$ cat src/rtl/sys_ctrl_pkg.sv
// Shared definitions for the sys_ctrl_mc system controller: command codes,
// FSM state encoding, err_flags bit positions and a state classification helper.
package sys_ctrl_pkg;

  localparam logic [7:0] CMD_WR       = 8'hAA;
  localparam logic [7:0] CMD_RD       = 8'hBB;
  localparam logic [7:0] CMD_ALU_OP   = 8'hCC;
  localparam logic [7:0] CMD_ALU_NOP  = 8'hDD;
  localparam logic [7:0] CMD_BURST_WR = 8'hEE;

  typedef enum logic [3:0] {
    StIdle,
    StWrAddr,
    StWrData,
    StRdAddr,
    StRdWait,
    StOpA,
    StOpB,
    StFun,
    StAluRun,
    StBwAddr,
    StBwCnt,
    StBwData
  } state_e;

  // err_flags bit positions
  localparam int unsigned ERR_BAD_CMD    = 0;
  localparam int unsigned ERR_FIFO_STALL = 1;
  localparam int unsigned ERR_RX_OVERRUN = 2;

  // States in which a frame has started but more RX bytes are still expected.
  function automatic logic is_partial(state_e s);
    return !(s inside {StIdle, StRdWait, StAluRun});
  endfunction

endpackage

$ cat src/rtl/sys_ctrl_rsp_fifo.sv
// Response FIFO for sys_ctrl_mc.
// Ports: clk_i/rst_ni clock and async active-low reset; push_i/wdata_i write side;
// pop_i/rdata_o read side (rdata_o shows the head entry); empty_o; free_o = free slots.
// Push and pop may occur in the same cycle. The caller never pushes when full.
module sys_ctrl_rsp_fifo #(
  parameter int unsigned Width = 8,
  parameter int unsigned Depth = 4,
  localparam int unsigned PtrW = (Depth > 1) ? $clog2(Depth) : 1,
  localparam int unsigned CntW = $clog2(Depth + 1)
) (
  input  logic             clk_i,
  input  logic             rst_ni,
  input  logic             push_i,
  input  logic [Width-1:0] wdata_i,
  input  logic             pop_i,
  output logic [Width-1:0] rdata_o,
  output logic             empty_o,
  output logic [CntW-1:0]  free_o
);

  logic [Width-1:0] mem_q [Depth];
  logic [PtrW-1:0]  wr_ptr_q, wr_ptr_d;
  logic [PtrW-1:0]  rd_ptr_q, rd_ptr_d;
  logic [CntW-1:0]  count_q, count_d;

  always_comb begin
    wr_ptr_d = wr_ptr_q;
    rd_ptr_d = rd_ptr_q;
    count_d  = count_q;
    // Depth is a power of two, so the pointers wrap naturally.
    if (push_i) wr_ptr_d = wr_ptr_q + PtrW'(1);
    if (pop_i)  rd_ptr_d = rd_ptr_q + PtrW'(1);
    if (push_i && !pop_i)      count_d = count_q + CntW'(1);
    else if (!push_i && pop_i) count_d = count_q - CntW'(1);
  end

  always_ff @(posedge clk_i or negedge rst_ni) begin
    if (!rst_ni) begin
      wr_ptr_q <= '0;
      rd_ptr_q <= '0;
      count_q  <= '0;
    end else begin
      wr_ptr_q <= wr_ptr_d;
      rd_ptr_q <= rd_ptr_d;
      count_q  <= count_d;
    end
  end

  always_ff @(posedge clk_i) begin
    if (push_i) mem_q[wr_ptr_q] <= wdata_i;
  end

  assign rdata_o = mem_q[rd_ptr_q];
  assign empty_o = (count_q == '0);
  assign free_o  = CntW'(Depth) - count_q;

endmodule

$ cat src/rtl/sys_ctrl_mc.sv
// sys_ctrl_mc: command decoder between the UART byte streams and the regfile/ALU.
// Frames: AA addr data (write), BB addr (read), CC opA opB fun (ALU with operands),
// DD fun (ALU on existing operands), EE addr N data*N (burst write).
// Ports: CLK/RST (async active-low); RX_P_DATA/RX_D_VLD byte input; WrEn/RdEn/Address/
// Wr_D/RdDATA/RdDATA_VLD regfile side; Gate_EN/ALU_EN/ALU_FUN/ALU_OUT/OUT_Valid ALU side;
// Busy/TX_P_DATA/TX_D_VLD UART TX side; err_flags sticky {rx_overrun, fifo_full_stall, bad_cmd}.
// Optional macro FRAME_TIMEOUT_EN: abort a partial frame after TIMEOUT_CYC idle cycles.
module sys_ctrl_mc
  import sys_ctrl_pkg::*;
#(
  parameter int unsigned DATA_WIDTH  = 8,
  parameter int unsigned ADDR        = 4,
  parameter int unsigned ALU_WIDTH   = 2 * DATA_WIDTH,
  parameter int unsigned RSP_DEPTH   = 4,
  parameter int unsigned TIMEOUT_CYC = 4096
) (
  input  logic                  CLK,
  input  logic                  RST,
  input  logic [DATA_WIDTH-1:0] RX_P_DATA,
  input  logic                  RX_D_VLD,
  output logic                  WrEn,
  output logic                  RdEn,
  output logic [ADDR-1:0]       Address,
  output logic [DATA_WIDTH-1:0] Wr_D,
  input  logic [DATA_WIDTH-1:0] RdDATA,
  input  logic                  RdDATA_VLD,
  output logic                  Gate_EN,
  output logic                  ALU_EN,
  output logic [3:0]            ALU_FUN,
  input  logic [ALU_WIDTH-1:0]  ALU_OUT,
  input  logic                  OUT_Valid,
  input  logic                  Busy,
  output logic [DATA_WIDTH-1:0] TX_P_DATA,
  output logic                  TX_D_VLD,
  output logic [2:0]            err_flags
);

  localparam int unsigned NB   = (ALU_WIDTH + DATA_WIDTH - 1) / DATA_WIDTH;
  localparam int unsigned CntW = $clog2(RSP_DEPTH + 1);
  localparam int unsigned IdxW = (NB > 1) ? $clog2(NB) : 1;
  localparam int unsigned ResW = NB * DATA_WIDTH;

  state_e state_q, state_d;

  logic [ADDR-1:0]       addr_q, addr_d;
  logic [DATA_WIDTH-1:0] cnt_q, cnt_d;
  logic                  rd_hold_q, rd_hold_d;   // read addr latched, waiting for FIFO space
  logic                  fun_hold_q, fun_hold_d; // fun latched, waiting for NB free slots
  logic [ResW-1:0]       res_q, res_d;
  logic                  alu_push_q, alu_push_d;
  logic [IdxW-1:0]       idx_q, idx_d;
  logic                  wr_en_q, wr_en_d;
  logic                  rd_en_q, rd_en_d;
  logic [ADDR-1:0]       address_q, address_d;
  logic [DATA_WIDTH-1:0] wr_d_q, wr_d_d;
  logic                  gate_en_q, gate_en_d;
  logic                  alu_en_q, alu_en_d;
  logic [3:0]            alu_fun_q, alu_fun_d;
  logic [DATA_WIDTH-1:0] tx_data_q, tx_data_d;
  logic                  tx_vld_q, tx_vld_d;
  logic                  tx_pend_q, tx_pend_d;
  logic                  saw_busy_q, saw_busy_d;
  logic [2:0]            err_q, err_d;

  logic                  fifo_push, fifo_pop, fifo_empty;
  logic [DATA_WIDTH-1:0] fifo_wdata, fifo_rdata;
  logic [CntW-1:0]       fifo_free;
  logic                  rd_space, alu_space, timeout_hit, is_cmd, byte_ok;

  assign rd_space  = fifo_free >= CntW'(1);
  assign alu_space = fifo_free >= CntW'(NB);
  assign fifo_pop  = !fifo_empty && !Busy && !tx_pend_q;

  always_comb begin
    is_cmd = 1'b0;
    case (RX_P_DATA)
      DATA_WIDTH'(CMD_WR), DATA_WIDTH'(CMD_RD), DATA_WIDTH'(CMD_ALU_OP),
      DATA_WIDTH'(CMD_ALU_NOP), DATA_WIDTH'(CMD_BURST_WR): is_cmd = 1'b1;
      default: is_cmd = 1'b0;
    endcase
  end

  // A held read/ALU frame is complete; it is only waiting for FIFO space.
  always_comb begin
    byte_ok = 1'b1;
    case (state_q)
      StRdAddr:           byte_ok = !rd_hold_q;
      StFun:              byte_ok = !fun_hold_q;
      StRdWait, StAluRun: byte_ok = 1'b0;
      default:            byte_ok = 1'b1;
    endcase
  end

`ifdef FRAME_TIMEOUT_EN
  localparam int unsigned TmoW = $clog2(TIMEOUT_CYC + 1);
  logic [TmoW-1:0] tmo_q, tmo_d;
  logic            waiting_byte;

  assign waiting_byte = is_partial(state_q) && byte_ok;
  assign timeout_hit  = waiting_byte && !RX_D_VLD && (tmo_q == TmoW'(TIMEOUT_CYC - 1));

  always_comb begin
    tmo_d = tmo_q + TmoW'(1);
    if (RX_D_VLD || !waiting_byte || timeout_hit) tmo_d = '0;
  end

  always_ff @(posedge CLK or negedge RST) begin
    if (!RST) tmo_q <= '0;
    else      tmo_q <= tmo_d;
  end
`else
  logic unused_tmo;
  assign unused_tmo  = ^TIMEOUT_CYC;
  assign timeout_hit = 1'b0;
`endif

  // FSM: state register
  always_ff @(posedge CLK or negedge RST) begin
    if (!RST) state_q <= StIdle;
    else      state_q <= state_d;
  end

  // FSM: next state
  always_comb begin
    state_d = state_q;
    if (timeout_hit) begin
      state_d = StIdle;
    end else begin
      case (state_q)
        StIdle: if (RX_D_VLD) begin
          case (RX_P_DATA)
            DATA_WIDTH'(CMD_WR):       state_d = StWrAddr;
            DATA_WIDTH'(CMD_RD):       state_d = StRdAddr;
            DATA_WIDTH'(CMD_ALU_OP):   state_d = StOpA;
            DATA_WIDTH'(CMD_ALU_NOP):  state_d = StFun;
            DATA_WIDTH'(CMD_BURST_WR): state_d = StBwAddr;
            default:                   state_d = StIdle;
          endcase
        end
        StWrAddr: if (RX_D_VLD) state_d = StWrData;
        StWrData: if (RX_D_VLD) state_d = StIdle;
        StRdAddr: if (rd_hold_q ? rd_space : (RX_D_VLD && rd_space)) state_d = StRdWait;
        StRdWait: if (RdDATA_VLD) state_d = StIdle;
        StOpA:    if (RX_D_VLD) state_d = StOpB;
        StOpB:    if (RX_D_VLD) state_d = StFun;
        StFun:    if (fun_hold_q ? alu_space : (RX_D_VLD && alu_space)) state_d = StAluRun;
        StAluRun: if (alu_push_q && idx_q == IdxW'(NB - 1)) state_d = StIdle;
        StBwAddr: if (RX_D_VLD) state_d = StBwCnt;
        StBwCnt:  if (RX_D_VLD) state_d = (RX_P_DATA == '0) ? StIdle : StBwData;
        StBwData: if (RX_D_VLD && cnt_q == DATA_WIDTH'(1)) state_d = StIdle;
        default:  state_d = StIdle;
      endcase
    end
  end

  // FSM: outputs and datapath next values (all outputs are registered)
  always_comb begin
    addr_d     = addr_q;
    cnt_d      = cnt_q;
    rd_hold_d  = rd_hold_q;
    fun_hold_d = fun_hold_q;
    res_d      = res_q;
    alu_push_d = alu_push_q;
    idx_d      = idx_q;
    wr_en_d    = 1'b0;
    rd_en_d    = 1'b0;
    alu_en_d   = 1'b0;
    address_d  = address_q;
    wr_d_d     = wr_d_q;
    gate_en_d  = gate_en_q;
    alu_fun_d  = alu_fun_q;
    err_d      = err_q;
    fifo_push  = 1'b0;
    fifo_wdata = '0;

    if (RX_D_VLD && !byte_ok) err_d[ERR_RX_OVERRUN] = 1'b1;

    if (timeout_hit) begin
      rd_hold_d            = 1'b0;
      fun_hold_d           = 1'b0;
      gate_en_d            = 1'b0;
      err_d[ERR_BAD_CMD]   = 1'b1;
    end else begin
      case (state_q)
        StIdle: if (RX_D_VLD && !is_cmd) err_d[ERR_BAD_CMD] = 1'b1;
        StWrAddr, StBwAddr: if (RX_D_VLD) addr_d = RX_P_DATA[ADDR-1:0];
        StWrData: if (RX_D_VLD) begin
          wr_en_d   = 1'b1;
          address_d = addr_q;
          wr_d_d    = RX_P_DATA;
        end
        StRdAddr: begin
          if (rd_hold_q) begin
            if (rd_space) begin
              rd_en_d   = 1'b1;
              address_d = addr_q;
              rd_hold_d = 1'b0;
            end
          end else if (RX_D_VLD) begin
            addr_d = RX_P_DATA[ADDR-1:0];
            if (rd_space) begin
              rd_en_d   = 1'b1;
              address_d = RX_P_DATA[ADDR-1:0];
            end else begin
              rd_hold_d               = 1'b1;
              err_d[ERR_FIFO_STALL]   = 1'b1;
            end
          end
        end
        StRdWait: if (RdDATA_VLD) begin
          fifo_push  = 1'b1;
          fifo_wdata = RdDATA;
        end
        StOpA, StOpB: if (RX_D_VLD) begin
          wr_en_d   = 1'b1;
          address_d = (state_q == StOpA) ? ADDR'(0) : ADDR'(1);
          wr_d_d    = RX_P_DATA;
        end
        StFun: begin
          if (fun_hold_q) begin
            if (alu_space) begin
              alu_en_d   = 1'b1;
              fun_hold_d = 1'b0;
            end
          end else if (RX_D_VLD) begin
            alu_fun_d = RX_P_DATA[3:0];
            gate_en_d = 1'b1;
            if (alu_space) begin
              alu_en_d = 1'b1;
            end else begin
              fun_hold_d            = 1'b1;
              err_d[ERR_FIFO_STALL] = 1'b1;
            end
          end
        end
        StAluRun: begin
          if (!alu_push_q) begin
            if (OUT_Valid) begin
              res_d      = ResW'(ALU_OUT);
              alu_push_d = 1'b1;
              idx_d      = '0;
            end
          end else begin
            // Result bytes go out LSB-first, one per cycle.
            fifo_push  = 1'b1;
            fifo_wdata = res_q[int'(idx_q) * DATA_WIDTH +: DATA_WIDTH];
            if (idx_q == IdxW'(NB - 1)) begin
              alu_push_d = 1'b0;
              gate_en_d  = 1'b0;
            end else begin
              idx_d = idx_q + IdxW'(1);
            end
          end
        end
        StBwCnt: if (RX_D_VLD) begin
          if (RX_P_DATA == '0) err_d[ERR_BAD_CMD] = 1'b1;
          else                 cnt_d = RX_P_DATA;
        end
        StBwData: if (RX_D_VLD) begin
          wr_en_d   = 1'b1;
          address_d = addr_q;
          wr_d_d    = RX_P_DATA;
          addr_d    = addr_q + ADDR'(1);
          cnt_d     = cnt_q - DATA_WIDTH'(1);
        end
        default: ;
      endcase
    end
  end

  // TX drain: one byte per Busy rise/fall cycle of the UART.
  always_comb begin
    tx_vld_d   = 1'b0;
    tx_data_d  = tx_data_q;
    tx_pend_d  = tx_pend_q;
    saw_busy_d = saw_busy_q;
    if (fifo_pop) begin
      tx_vld_d   = 1'b1;
      tx_data_d  = fifo_rdata;
      tx_pend_d  = 1'b1;
      saw_busy_d = 1'b0;
    end else if (tx_pend_q) begin
      if (Busy) begin
        saw_busy_d = 1'b1;
      end else if (saw_busy_q) begin
        tx_pend_d  = 1'b0;
        saw_busy_d = 1'b0;
      end
    end
  end

  always_ff @(posedge CLK or negedge RST) begin
    if (!RST) begin
      addr_q     <= '0;
      cnt_q      <= '0;
      rd_hold_q  <= 1'b0;
      fun_hold_q <= 1'b0;
      res_q      <= '0;
      alu_push_q <= 1'b0;
      idx_q      <= '0;
      wr_en_q    <= 1'b0;
      rd_en_q    <= 1'b0;
      address_q  <= '0;
      wr_d_q     <= '0;
      gate_en_q  <= 1'b0;
      alu_en_q   <= 1'b0;
      alu_fun_q  <= '0;
      tx_data_q  <= '0;
      tx_vld_q   <= 1'b0;
      tx_pend_q  <= 1'b0;
      saw_busy_q <= 1'b0;
      err_q      <= '0;
    end else begin
      addr_q     <= addr_d;
      cnt_q      <= cnt_d;
      rd_hold_q  <= rd_hold_d;
      fun_hold_q <= fun_hold_d;
      res_q      <= res_d;
      alu_push_q <= alu_push_d;
      idx_q      <= idx_d;
      wr_en_q    <= wr_en_d;
      rd_en_q    <= rd_en_d;
      address_q  <= address_d;
      wr_d_q     <= wr_d_d;
      gate_en_q  <= gate_en_d;
      alu_en_q   <= alu_en_d;
      alu_fun_q  <= alu_fun_d;
      tx_data_q  <= tx_data_d;
      tx_vld_q   <= tx_vld_d;
      tx_pend_q  <= tx_pend_d;
      saw_busy_q <= saw_busy_d;
      err_q      <= err_d;
    end
  end

  sys_ctrl_rsp_fifo #(
    .Width (DATA_WIDTH),
    .Depth (RSP_DEPTH)
  ) u_rsp_fifo (
    .clk_i   (CLK),
    .rst_ni  (RST),
    .push_i  (fifo_push),
    .wdata_i (fifo_wdata),
    .pop_i   (fifo_pop),
    .rdata_o (fifo_rdata),
    .empty_o (fifo_empty),
    .free_o  (fifo_free)
  );

  assign WrEn      = wr_en_q;
  assign RdEn      = rd_en_q;
  assign Address   = address_q;
  assign Wr_D      = wr_d_q;
  assign Gate_EN   = gate_en_q;
  assign ALU_EN    = alu_en_q;
  assign ALU_FUN   = alu_fun_q;
  assign TX_P_DATA = tx_data_q;
  assign TX_D_VLD  = tx_vld_q;
  assign err_flags = err_q;

endmodule

$ cat config.mk
export PLATFORM = sky130hd
export DESIGN_NAME = sys_ctrl_mc
export DESIGN_NICKNAME = d
export VERILOG_FILES = /design/src/rtl/sys_ctrl_pkg.sv /design/src/rtl/sys_ctrl_rsp_fifo.sv /design/src/rtl/sys_ctrl_mc.sv
export SDC_FILE = /design/constraint.sdc
export NUM_CORES = 1
export LEC_CHECK = 0
export CAP_MARGIN = 20
export CORE_ASPECT_RATIO = 1.2
export CORE_UTILIZATION = 45
export CTS_CLUSTER_DIAMETER = 60
export CTS_CLUSTER_SIZE = 20
export DETAILED_ROUTE_END_ITERATION = 8
export GPL_TIMING_DRIVEN = 0
export HOLD_SLACK_MARGIN = 0.06
export PLACE_DENSITY = 0.67
export SYNTH_ARGS = -nofsm -noshare
export SYNTH_HDL_FRONTEND = slang
export SYNTH_HIERARCHICAL = 1
export SYNTH_SLANG_ARGS = --single-unit
$ cat constraint.sdc
create_clock -name CLK -period 7 [get_ports CLK]
set_input_delay 1.4 -clock CLK [delete_from_list [all_inputs] [get_ports CLK]]
set_output_delay 1.4 -clock CLK [all_outputs]
set_load 0.01 [all_outputs]
; After elaboration in Yosys (flattened, before gate mapping)
; Memories as Yosys holds them, arrays and structs flattened. A register that Yosys moved wholly into a read port is not among the register bits.
; Cells that the tools add are included.
[totals]
regBits = 69
out_inout_bits = 32
inputBits = 38
ram_bits = 32
wordCells = 223
n_memories = 1
[classes]
addsub = 8
n_reduce_logical = 49
eq_ne = 45
n_shift = 1
n_bitwise = 2
magnitude_cmp = 2
n_mux = 91
[memory_table]
columns = memory, words, width, read_ports, rd_clocked_by_memory_dff, wr, line_no
row1 = u_rsp_fifo.mem_q, 4, 8, 1, 1, 1, sys_ctrl_rsp_fifo.sv:21  ; logic [Width-1:0] mem_q [Depth];
[ops]
columns = cell, count
row1 = 2-to-1 mux 4 bit, 22
row2 = inequality test 2 bit (second input constant), 26
row3 = 2-to-1 mux 1 bit, 51
row4 = case mux 4 bit (12 select lines), 1
row5 = equality test 8 bit (second input constant), 5
row6 = 2-to-1 mux 8 bit, 5
row7 = case mux 8 bit (2 select lines), 2
row8 = case mux 4 bit (3 select lines), 2
row9 = case mux 4 bit (5 select lines), 1
row10 = equality test 4 x 3 -> 1 bit (second input constant), 4
row11 = equality test 4 bit (second input constant), 4
row12 = indexed part select 16 x 5 -> 8 bit, 1
row13 = nonzero test 2 bit, 7
row14 = AND reduction 12 bit, 1
row15 = logical AND 1 bit, 10
row16 = logical NOT 1 bit, 10
row17 = AND reduction 5 bit, 2
row18 = AND reduction 3 bit, 3
row19 = equality test 4 x 2 -> 1 bit (second input constant), 2
row20 = equality test 8 x 1 -> 1 bit (second input constant), 1
row21 = logical NOT 8 bit, 1
row22 = case mux 1 bit (2 select lines), 4
row23 = AND reduction 4 bit, 2
row24 = OR reduction 2 bit, 4
row25 = 22 further kinds, 27

; Longest topological paths before layout
; Gate-level depths: netlist of run 1.
[logic_depth]
ltp_word = 7
ltp_mapped = 11
ltp_nobuf = 11

; Modules after synthesis
; The synthesis of run 1 kept the hierarchy.
[by_module_without_submodules]
columns = mod, seq_area_each_um2, cells_each, n_inst, area_per_inst_um2
row1 = sys_ctrl_mc, 1751.7, 353, 1, 3708.6
row2 = sys_ctrl_rsp_fifo, 1136.1, 81, 1, 1582.8

; Worst setup path after synthesis of run 1
; OpenSTA, ideal clock, no wires.
[synth_path]
path_type = input-to-reg
startpoint = input port Busy
endpoint = register u_rsp_fifo.count_q[1]
required_time_ns = 6.875
path_stages = 6
arrival_ns = 3.001
n_path_buf = 0
setup_time_ns = 0.125
path_slack_ns = 3.874
cell_sequence = nor3_2 inv_1 ha_1 inv_1 fa_1 mux2_2
[synth_via]
elab_chain_cells = 6
word_cells_on_any_way = 8
classes_between = 1 x mux / 7 x reduce/logical
[synth_lines]
columns = item, line_no
row1 = start: declaration, sys_ctrl_mc.sv:32  ; input logic Busy,
row2 = logical NOT 1 bit, sys_ctrl_mc.sv:72  ; assign fifo_pop = !fifo_empty && !Busy && !tx_pend_q;
row3 = logical AND 1 bit (2 in a row), sys_ctrl_mc.sv:72
row4 = logical NOT 1 bit, sys_ctrl_rsp_fifo.sv:33  ; if (push_i && !pop_i) count_d = count_q + CntW'(1);
row5 = logical AND 1 bit, sys_ctrl_rsp_fifo.sv:33
row6 = 2-to-1 mux 3 bit, sys_ctrl_rsp_fifo.sv:33
row7 = via u_rsp_fifo.count_d[1], sys_ctrl_rsp_fifo.sv:24  ; logic [CntW-1:0] count_q, count_d;
row8 = end signal: assignment, sys_ctrl_rsp_fifo.sv:45  ; count_q <= count_d;
row9 = end: declaration, sys_ctrl_rsp_fifo.sv:24
; The timed path passes the listed nets, and every way through them passes these cells.
; A chain may end at the register's enable or synchronous reset.

; Final worst setup path of run 1
[layout_path]
startpoint = input port Busy
endpoint = register u_rsp_fifo.count_q[1]
[layout_via]
elab_chain_cells = 6
word_cells_on_any_way = 8
classes_between = 1 x mux / 7 x reduce/logical
[layout_lines]
columns = item, line_no
row1 = logical NOT 1 bit, sys_ctrl_mc.sv:72
row2 = logical AND 1 bit (2 in a row), sys_ctrl_mc.sv:72
row3 = via fifo_pop, sys_ctrl_mc.sv:65  ; logic fifo_push, fifo_pop, fifo_empty;
row4 = logical NOT 1 bit, sys_ctrl_rsp_fifo.sv:33
row5 = logical AND 1 bit, sys_ctrl_rsp_fifo.sv:33
row6 = 2-to-1 mux 3 bit, sys_ctrl_rsp_fifo.sv:33
row7 = via u_rsp_fifo.count_d[1], sys_ctrl_rsp_fifo.sv:24
; The timed path passes the listed nets, and every way through them passes these cells.

==> results of run 1 <==
[worst paths after layout]
kind | cells past startpoint | startpoint | to
setup / recovery | 7 | Busy | u_rsp_fifo/count_q[1]
hold reg to reg | 1 | err_flags[0] | err_flags[0]
max in group asynchronous | 2 | RST | cnt_q[1]
setup reg to reg | 11 | state_q[2] | u_rsp_fifo/count_q[2]
min in group asynchronous | 1 | RST | TX_P_DATA[7]
hold / removal | 1 | err_flags[0] | err_flags[0]
[power breakdown]
group          internal [mW]  switching (mW)  total, mW
Sequential             0.854           0.134      0.988
Combinational          0.550           0.506       1.06
Clock                  0.281           0.232      0.513
[layout make-up]
cell class | instances | area [sq um] | area share
sequential | 109 | 2890 | 0.445
inverter | 17 | 63.8 | 0.00983
timing repair buffer | 69 | 706 | 0.109
buffer | 23 | 131 | 0.0202
clock buffer | 10 | 229 | 0.0353
clock inverter | 6 | 70.1 | 0.0108
multi-input combinational | 285 | 2210 | 0.340
tap | 157 | 196 | 0.0303
[state kept, by name, summed over array words and instances, names as in the netlist, 2 cells and up]
register             cells
addr_q                   4
Address                  4
u_rsp_fifo/rd_ptr_q      2
Wr_D                     8
TX_P_DATA                8
u_rsp_fifo/wr_ptr_q      2
ALU_FUN                  4
res_q                   16
u_rsp_fifo/count_q       3
state_q                  4
err_flags                3
u_rsp_fifo/mem_q        32
cnt_q                    8
[metal layers]
layer / wire length (um) / GRT usage / share of wire
met5: 0 / 0 / 0
met4: 149 / 0.0770 / 0.013
met3: 398 / 0.0353 / 0.035
met2: 5910 / 0.359 / 0.52
met1: 4940 / 0.258 / 0.43
[logic make-up after synthesis]
family,count (synthesis)
AND/OR/NAND/NOR,121
flip-flops,109
AO/OA/AOI/OAI,85
multiplexers,59
buffers and inverters,40
adder cells (fa/ha/maj),11
XOR/XNOR,9
[per-stage QoR]
| step | area (sq um) | hold slack [ns] | std cells | power (mW) | util |
|---|---|---|---|---|---|
| 2_1_floorplan | 5290 | 0.472 | 434 | 1.69 | - |
| 3_3_place_gp | 6170 | 0.464 | 659 | 2.03 | 0.536 |
| 3_5_place_dp | 6190 | 0.458 | 660 | 2.06 | 0.538 |
| 4_1_cts | 6490 | 0.490 | 676 | 2.58 | 0.564 |
| 5_1_grt | 6490 | 0.515 | 676 | 2.73 | 0.564 |
| 6_report | 6490 | 0.480 | 676 | 2.56 | 0.564 |
[cells in the final DEF, fill, tap and decap left out, types with 3 or more instances in the layout]
cell type | synthesis | layout
clkdlybuf4s50_1 | 0 | 67
dfrtp_1 | 77 | 77
nor3_1 | 6 | 6
o22ai_1 | 3 | 3
a22o_1 | 5 | 5
mux2_4 | 9 | 9
o21ai_0 | 24 | 24
clkbuf_1 | 6 | 7
nand2_1 | 39 | 39
buf_2 | 9 | 9
nor4_1 | 4 | 4
edfxtp_1 | 32 | 32
nand3_1 | 8 | 8
mux2_2 | 33 | 33
o21bai_1 | 3 | 3
o22a_1 | 5 | 5
a21oi_1 | 16 | 16
nor2_1 | 26 | 26
xor2_1 | 6 | 6
mux4_2 | 8 | 8
buf_4 | 3 | 4
and3_1 | 4 | 4
a41o_1 | 3 | 3
mux2i_1 | 9 | 9
xnor2_1 | 3 | 3
inv_1 | 17 | 17
clkbuf_16 | 0 | 9
nand4_1 | 3 | 3
a21o_1 | 5 | 5
ha_1 | 10 | 10
and2_1 | 5 | 5
nand2b_1 | 3 | 3
buf_6 | 3 | 3
a31oi_1 | 5 | 5
nor2b_1 | 6 | 6
==> results.md, run 1 <==
* GRT Total Usage at 0.207
* Critical Path AT at 3.79 ns
* Via-to-Cell Ratio at 5.40
* Worst Path Max Fanout at 13
* Setup WS pre-CTS at roughly 3 ns
* Final setup fails at 0
* Worst-case vdd ir drop at 0.193 mV
* Placer Congestion at 0.907
* Crit path max-delay family: simple AND/OR/NAND/NOR gates
* Post-synthesis mux area share at 0.147
* Ranking of synthesized cells by area: dfrtp_1, edfxtp_1, mux2_2
* Largest family of logic cells by synthesized area: multiplexers
* IO buf count at 68
* DRT Wirelength at 11.4 mm
* Num CTS Buffers at 9
* Most common cell on crit path: inv_1
* MaxCap Viol Count at 0
* Area fraction in compound gates after synthesis at 0.106
* Total global routing overflow at 0
* # fillers at 1021
* Initial antenna violation count at 0
* Clock Tree Buf Depth at 2
* Required @ worst endpoint at 7.23 ns
* Core area at between 0.01 and 0.015 sq mm
* N_diodes at 0
* Layout cells sized above 1 at 0.175
* Status: completed
* Nets@finish at 563
* LEAKAGE at 2.77 nW
* Slew @ Worst Pin at roughly 0.92 ns
* Largest stage delay on the critical path at about 0.78 ns
* H-tree levels at 3
* Clock Skew at 0.00977 ns
* Reg2Reg Setup Slack at 4.07 ns
* Main synth FF type: dfrtp_1
* CP Launch Type: primary input
* Antenna Nets Post-Route at 0
* WL per Instance at 16.9 um
* Post-synth EDFFs at 32
* Final Max Slew Viols at 0
* CTS resizes at 0
* Rel. slew slack at 0.386
* Synthesis-to-layout area growth at 22.7%
* Final Cycle Share at 0.508
* Async SR Flop Fraction at 0.706
* Final hold viol count at 0
* Vias at 3651
* Skew-Pair Late Insertion Delay at 0.35 ns
* Unrepaired setup endpoints after global routing: false
* Adder-Cell Fraction of Synth Area at 0.0274
* Max Clk Rate at 0.281 GHz
* Yosys top cell area share at 0.364
* Clock-pin slew on the worst setup and hold paths at 0.07 ns
* CP max stage cell: nor3_2
* Syn_nets at slightly below 500
* Die X at between 100 and 150 um
* Min Tclk post-route at 3.56 ns
* Post-synthesis cell area at 0.00529 sq mm
* Synth Register Bits at 109
* CTS tree: yes
* Top-count cell post-synth: dfrtp_1
* Simple-gate share of the synthesized area at 0.122
* Top post-synthesis cells by count: dfrtp_1, nand2_1, mux2_2
* Crit-path cells: clkdlybuf4s50_1 -> nor3_2 -> inv_1 -> ha_1 -> inv_1 -> fa_1 -> mux2_2
* Starting DRT DRC Count at 182
* DRC at 0
* Total power per unit cell area at 394 mW/mm^2
* First-pass GRT wire length at 19.2 mm
* Seq/Total Area, Yosys at 0.546
* Die H at 121 um
* Worst Setup Path Type: in2reg
* Clock root buffer: clkbuf_16
* CP Buf/Inv Count at 3
* Setup WS post-layout at 3.44 ns
* Syn Area/Cell at 12.2 sq um
* Synth unique cells at 61
* Crit end category: flip-flop
* DP HPWL at 8.34 mm
* Clock sinks at 109
* Die ar. at 0.0122 sq mm
* Row cnt at 43
* Vias in the first global route at 3661
* Synth area leader: dfrtp_1
* Initial cell density of the core at 0.460
* Cts hold-fix bufs at 0
* YS warnings at 6
* # IOs at 70
* Post-CTS Setup Inserts at 0
* Detailed Routing Iterations Pass 1 at 4
* Largest net degree at the start of global routing at 48
* Hold Crit Class: reg2reg
* Syn Inst Count at 434
* Setup TNS at 0 ns
* Post-synthesis xor/xnor area fraction at 0.0149
No activity file was read; power rests on OpenSTA's default activity.
==> run 2: changes to the inputs <==
- clock period: 7 -> 3.5 ns (I/O delays scaled with it)
==> results of run 2 <==
Same layout as run 1 (identical final DEF). Status: completed.
Main changes from that run: setup slack after placement 3.05 ns -> 0.250 ns; clock-pin slew on the worst setup and hold paths 0.07 ns -> 0.08 ns; setup slack after layout 3.44 ns -> 0.575 ns; hold slack 0.480 ns -> 0.280 ns; start point of the critical path Busy -> state_q[2]; end point of the critical path u_rsp_fifo/count_q[1] -> u_rsp_fifo/count_q[2]; register-to-register setup slack 4.07 ns -> 0.57 ns; total power 2.56 mW -> 5.12 mW; worst IR drop on VDD 0.193 mV -> 0.386 mV
==> run 3: changes to the inputs <==
- PLACE_DENSITY: 0.67 -> 0.7
- clock period: 3.5 -> 2.5 ns (I/O delays scaled with it)
==> results.md, run 3 (synthesized netlist as in run 1, its figures left out) <==
* Status: completed (unchanged)
* Clock sinks at 109 (unchanged)
* N_diodes at 0 (unchanged)
* Worst Setup Path Type: reg2reg (unchanged)
* WL per Instance at 17.3 um (was 16.9 um)
* Placed Cells at 660 (unchanged)
* Clock-pin slew on the worst setup and hold paths at 0.07 ns (was 0.08 ns)
* Reg2Reg Setup Slack at 0.19 ns (was 0.57 ns)
* DP HPWL at 8.57 mm (was 8.34 mm)
* Hold Crit Class: in2async (unchanged)
* Clock Power Share at 0.199 (was 0.201)
* Critical Path AT at 2.58 ns (was 3.20 ns)
* Core Util, Final at 0.569 (was 0.564)
* Row cnt at 43 (unchanged)
* First-pass GRT wire length at 19.3 mm (was 19.2 mm)
* Largest registers: u_rsp_fifo/mem_q: 32 flops, res_q: 16 flops (unchanged)
* Cts hold-fix bufs at 0 (unchanged)
* Skew-Pair Late Insertion Delay at 0.35 ns (about the same)
* Final Power at 7.25 mW (was 5.12 mW)
* Die ar. at 0.0122 sq mm (unchanged)
* Worst R2R Path Depth at 10 (was 11)
* Max Clk Rate at 0.434 GHz (was 0.342 GHz)
* # IOs at 70 (unchanged)
* IO buf count at 68 (unchanged)
* Clock Tree Buf Depth at 2 (unchanged)
* GRT Total Usage at 0.208 (was 0.207)
* Placer Congestion at 0.901 (was 0.907)
* Die X at 101 um (unchanged)
* Layout cells sized above 1 at 0.188 (was 0.175)
* Flop pwr share at 0.383 (was 0.386)
* Starting DRT DRC Count at 175 (was 182)
* Vias in the first global route at 3776 (was 3661)
* MaxCap Viol Count at 0 (unchanged)
* Unrepaired setup endpoints after global routing: false (unchanged)
* Slew @ Worst Pin at 0.671 ns (was 0.916 ns)
* Die H at 121 um (unchanged)
* Final setup fails at 0 (unchanged)
* Num CTS Buffers at 9 (unchanged)
* Critical R2R Launch: state_q[3] (was state_q[2])
* Crit path to: u_rsp_fifo/count_q[2] (unchanged)
* Biggest register: u_rsp_fifo/mem_q (unchanged)
* Sw Pwr at 2.49 mW (was 1.74 mW)
* CTS tree: yes (unchanged)
* H-tree levels at 3 (unchanged)
* LEAKAGE at 2.80 nW (was 2.77 nW)
* Min Tclk post-route at 2.31 ns (was 2.93 ns)
* Initial cell density of the core at 0.460 (unchanged)
* Clock root buffer: clkbuf_16 (unchanged)
* Layout Cells excl Fill at 678 (was 676)
* Via-to-Cell Ratio at 5.44 (was 5.40)
* Commonest non-fill, non-tap cell in the layout: dfrtp_1 (unchanged)
* Reg2reg end: u_rsp_fifo/count_q[2] (unchanged)
* Final Cycle Share at 0.923 (was 0.836)
* Vias at 3688 (was 3651)
* Number of flip-flops in the largest register at 32 (unchanged)
* Crit end category: flip-flop (unchanged)
* Required @ worst endpoint at 2.77 ns (was 3.77 ns)
* DRC at 0 (unchanged)
* Core area at 0.0115 sq mm (unchanged)
* Antenna Nets Post-Route at 0 (unchanged)
* Combinational Power Share at 0.419 (was 0.413)
* DRT Wirelength at 11.7 mm (was 11.4 mm)
* Synthesis-to-layout area growth at 23.8% (was 22.7%)
* Largest net degree at the start of global routing at 48 (unchanged)
* Total power per unit cell area at 1110 mW/mm^2 (was 788 mW/mm^2)
* Final Max Slew Viols at 0 (unchanged)
* Switch share at 0.344 (was 0.341)
* Worst Path Max Fanout at 10 (unchanged)
* Rel. slew slack at 0.553 (was 0.386)
* Worst-case vdd ir drop at 0.587 mV (was 0.386 mV)
* Commonest cells after routing, fill and taps aside: dfrtp_1, clkdlybuf4s50_1, nand2_1 (unchanged)
* Setup crit start: state_q[3] (was state_q[2])
* CP Launch Type: flip-flop (unchanged)
* Int Pwr at 4.75 mW (was 3.37 mW)
* Initial antenna violation count at 0 (unchanged)
* Worst hold margin at 0.0819 ns (was 0.280 ns)
* Nets@finish at 565 (was 563)
* Detailed Routing Iterations Pass 1 at 4 (unchanged)
* Clock Skew at 0.00730 ns (was 0.00977 ns)
* Total global routing overflow at 0 (unchanged)
* Final hold viol count at 0 (unchanged)
==> run 3: critical path, cell delays in order (launching register included) <==
cell and delay [ns]:
dfrtp_1 0.42, buf_2 0.21, nor2b_4 0.16, and3_4 0.20, nand2b_4 0.16, ha_1 0.21, inv_1 0.07, fa_1 0.40
xor2_1 0.15, nor2_1 0.13, xnor2_1 0.14
==> run 3: repair_timing <==
action                     4_1_cts  5_1_grt
gates cloned                     0        0
setup endpoints to repair       26        2
hold endpoints to repair         0        0
gates resized for setup          7        2
setup buffers                    2        1
pin swaps                        2        0
==> run 3: final cells by class <==
class                           count  area [sq um]
Buffer                             22           130
Clock buffer                       10           229
Clock inverter                      6          70.1
Fill cell                         994          4960
Inverter                           17          63.8
Multi-Input combinational cell    285          2240
Sequential cell                   109          2890
Tap cell                          157           196
Timing Repair Buffer               72           728
==> run 3: how the worst min path moves through the flow <==
stage	startpoint	to	slack (ns)	cells after the start
2_1_floorplan	RST	ALU_EN	0.20	0
3_3_place_gp	Gate_EN	Gate_EN	0.46	1
3_5_place_dp	err_flags[0]	err_flags[0]	0.46	1
4_1_cts	RST	TX_P_DATA[6]	0.1	1
5_1_grt	RST	TX_P_DATA[7]	0.11	1
6_report	RST	TX_P_DATA[7]	0.08	1
==> run 3: per-stage QoR <==
stage	setup TNS (ns)	cell area, sq um	worst slack [ns]
6_report	0	6550	0.194
5_1_grt	0	6550	0.0850
4_1_cts	0	6530	0.000790
3_5_place_dp	-4.73	6200	-0.489
3_3_place_gp	-143.91	6180	-1.82
2_1_floorplan	0	5300	0.0382
==> run 3: layer usage <==
| metal | GRT usage | vias to the layer above | routed length [um] |
|---|---|---|---|
| met2 | 0.370 | 86 | 6030 |
| met5 | 0 | - | 0 |
| met1 | 0.251 | 1835 | 5030 |
| met3 | 0.0277 | 16 | 415 |
| li1 | - | 1751 | - |
| met4 | 0.0879 | 0 | 253 |
==> run 3: power groups by stage <==
stage | logic (mW) | registers (mW) | clock network (mW)
6_report | 3.04 | 2.77 | 1.44
2_1_floorplan | 1.91 | 2.83 | 0
3_5_place_dp | 2.99 | 2.81 | 0
3_3_place_gp | 2.91 | 2.77 | 0
4_1_cts | 3.04 | 2.78 | 1.48
5_1_grt | 3.33 | 2.84 | 1.54
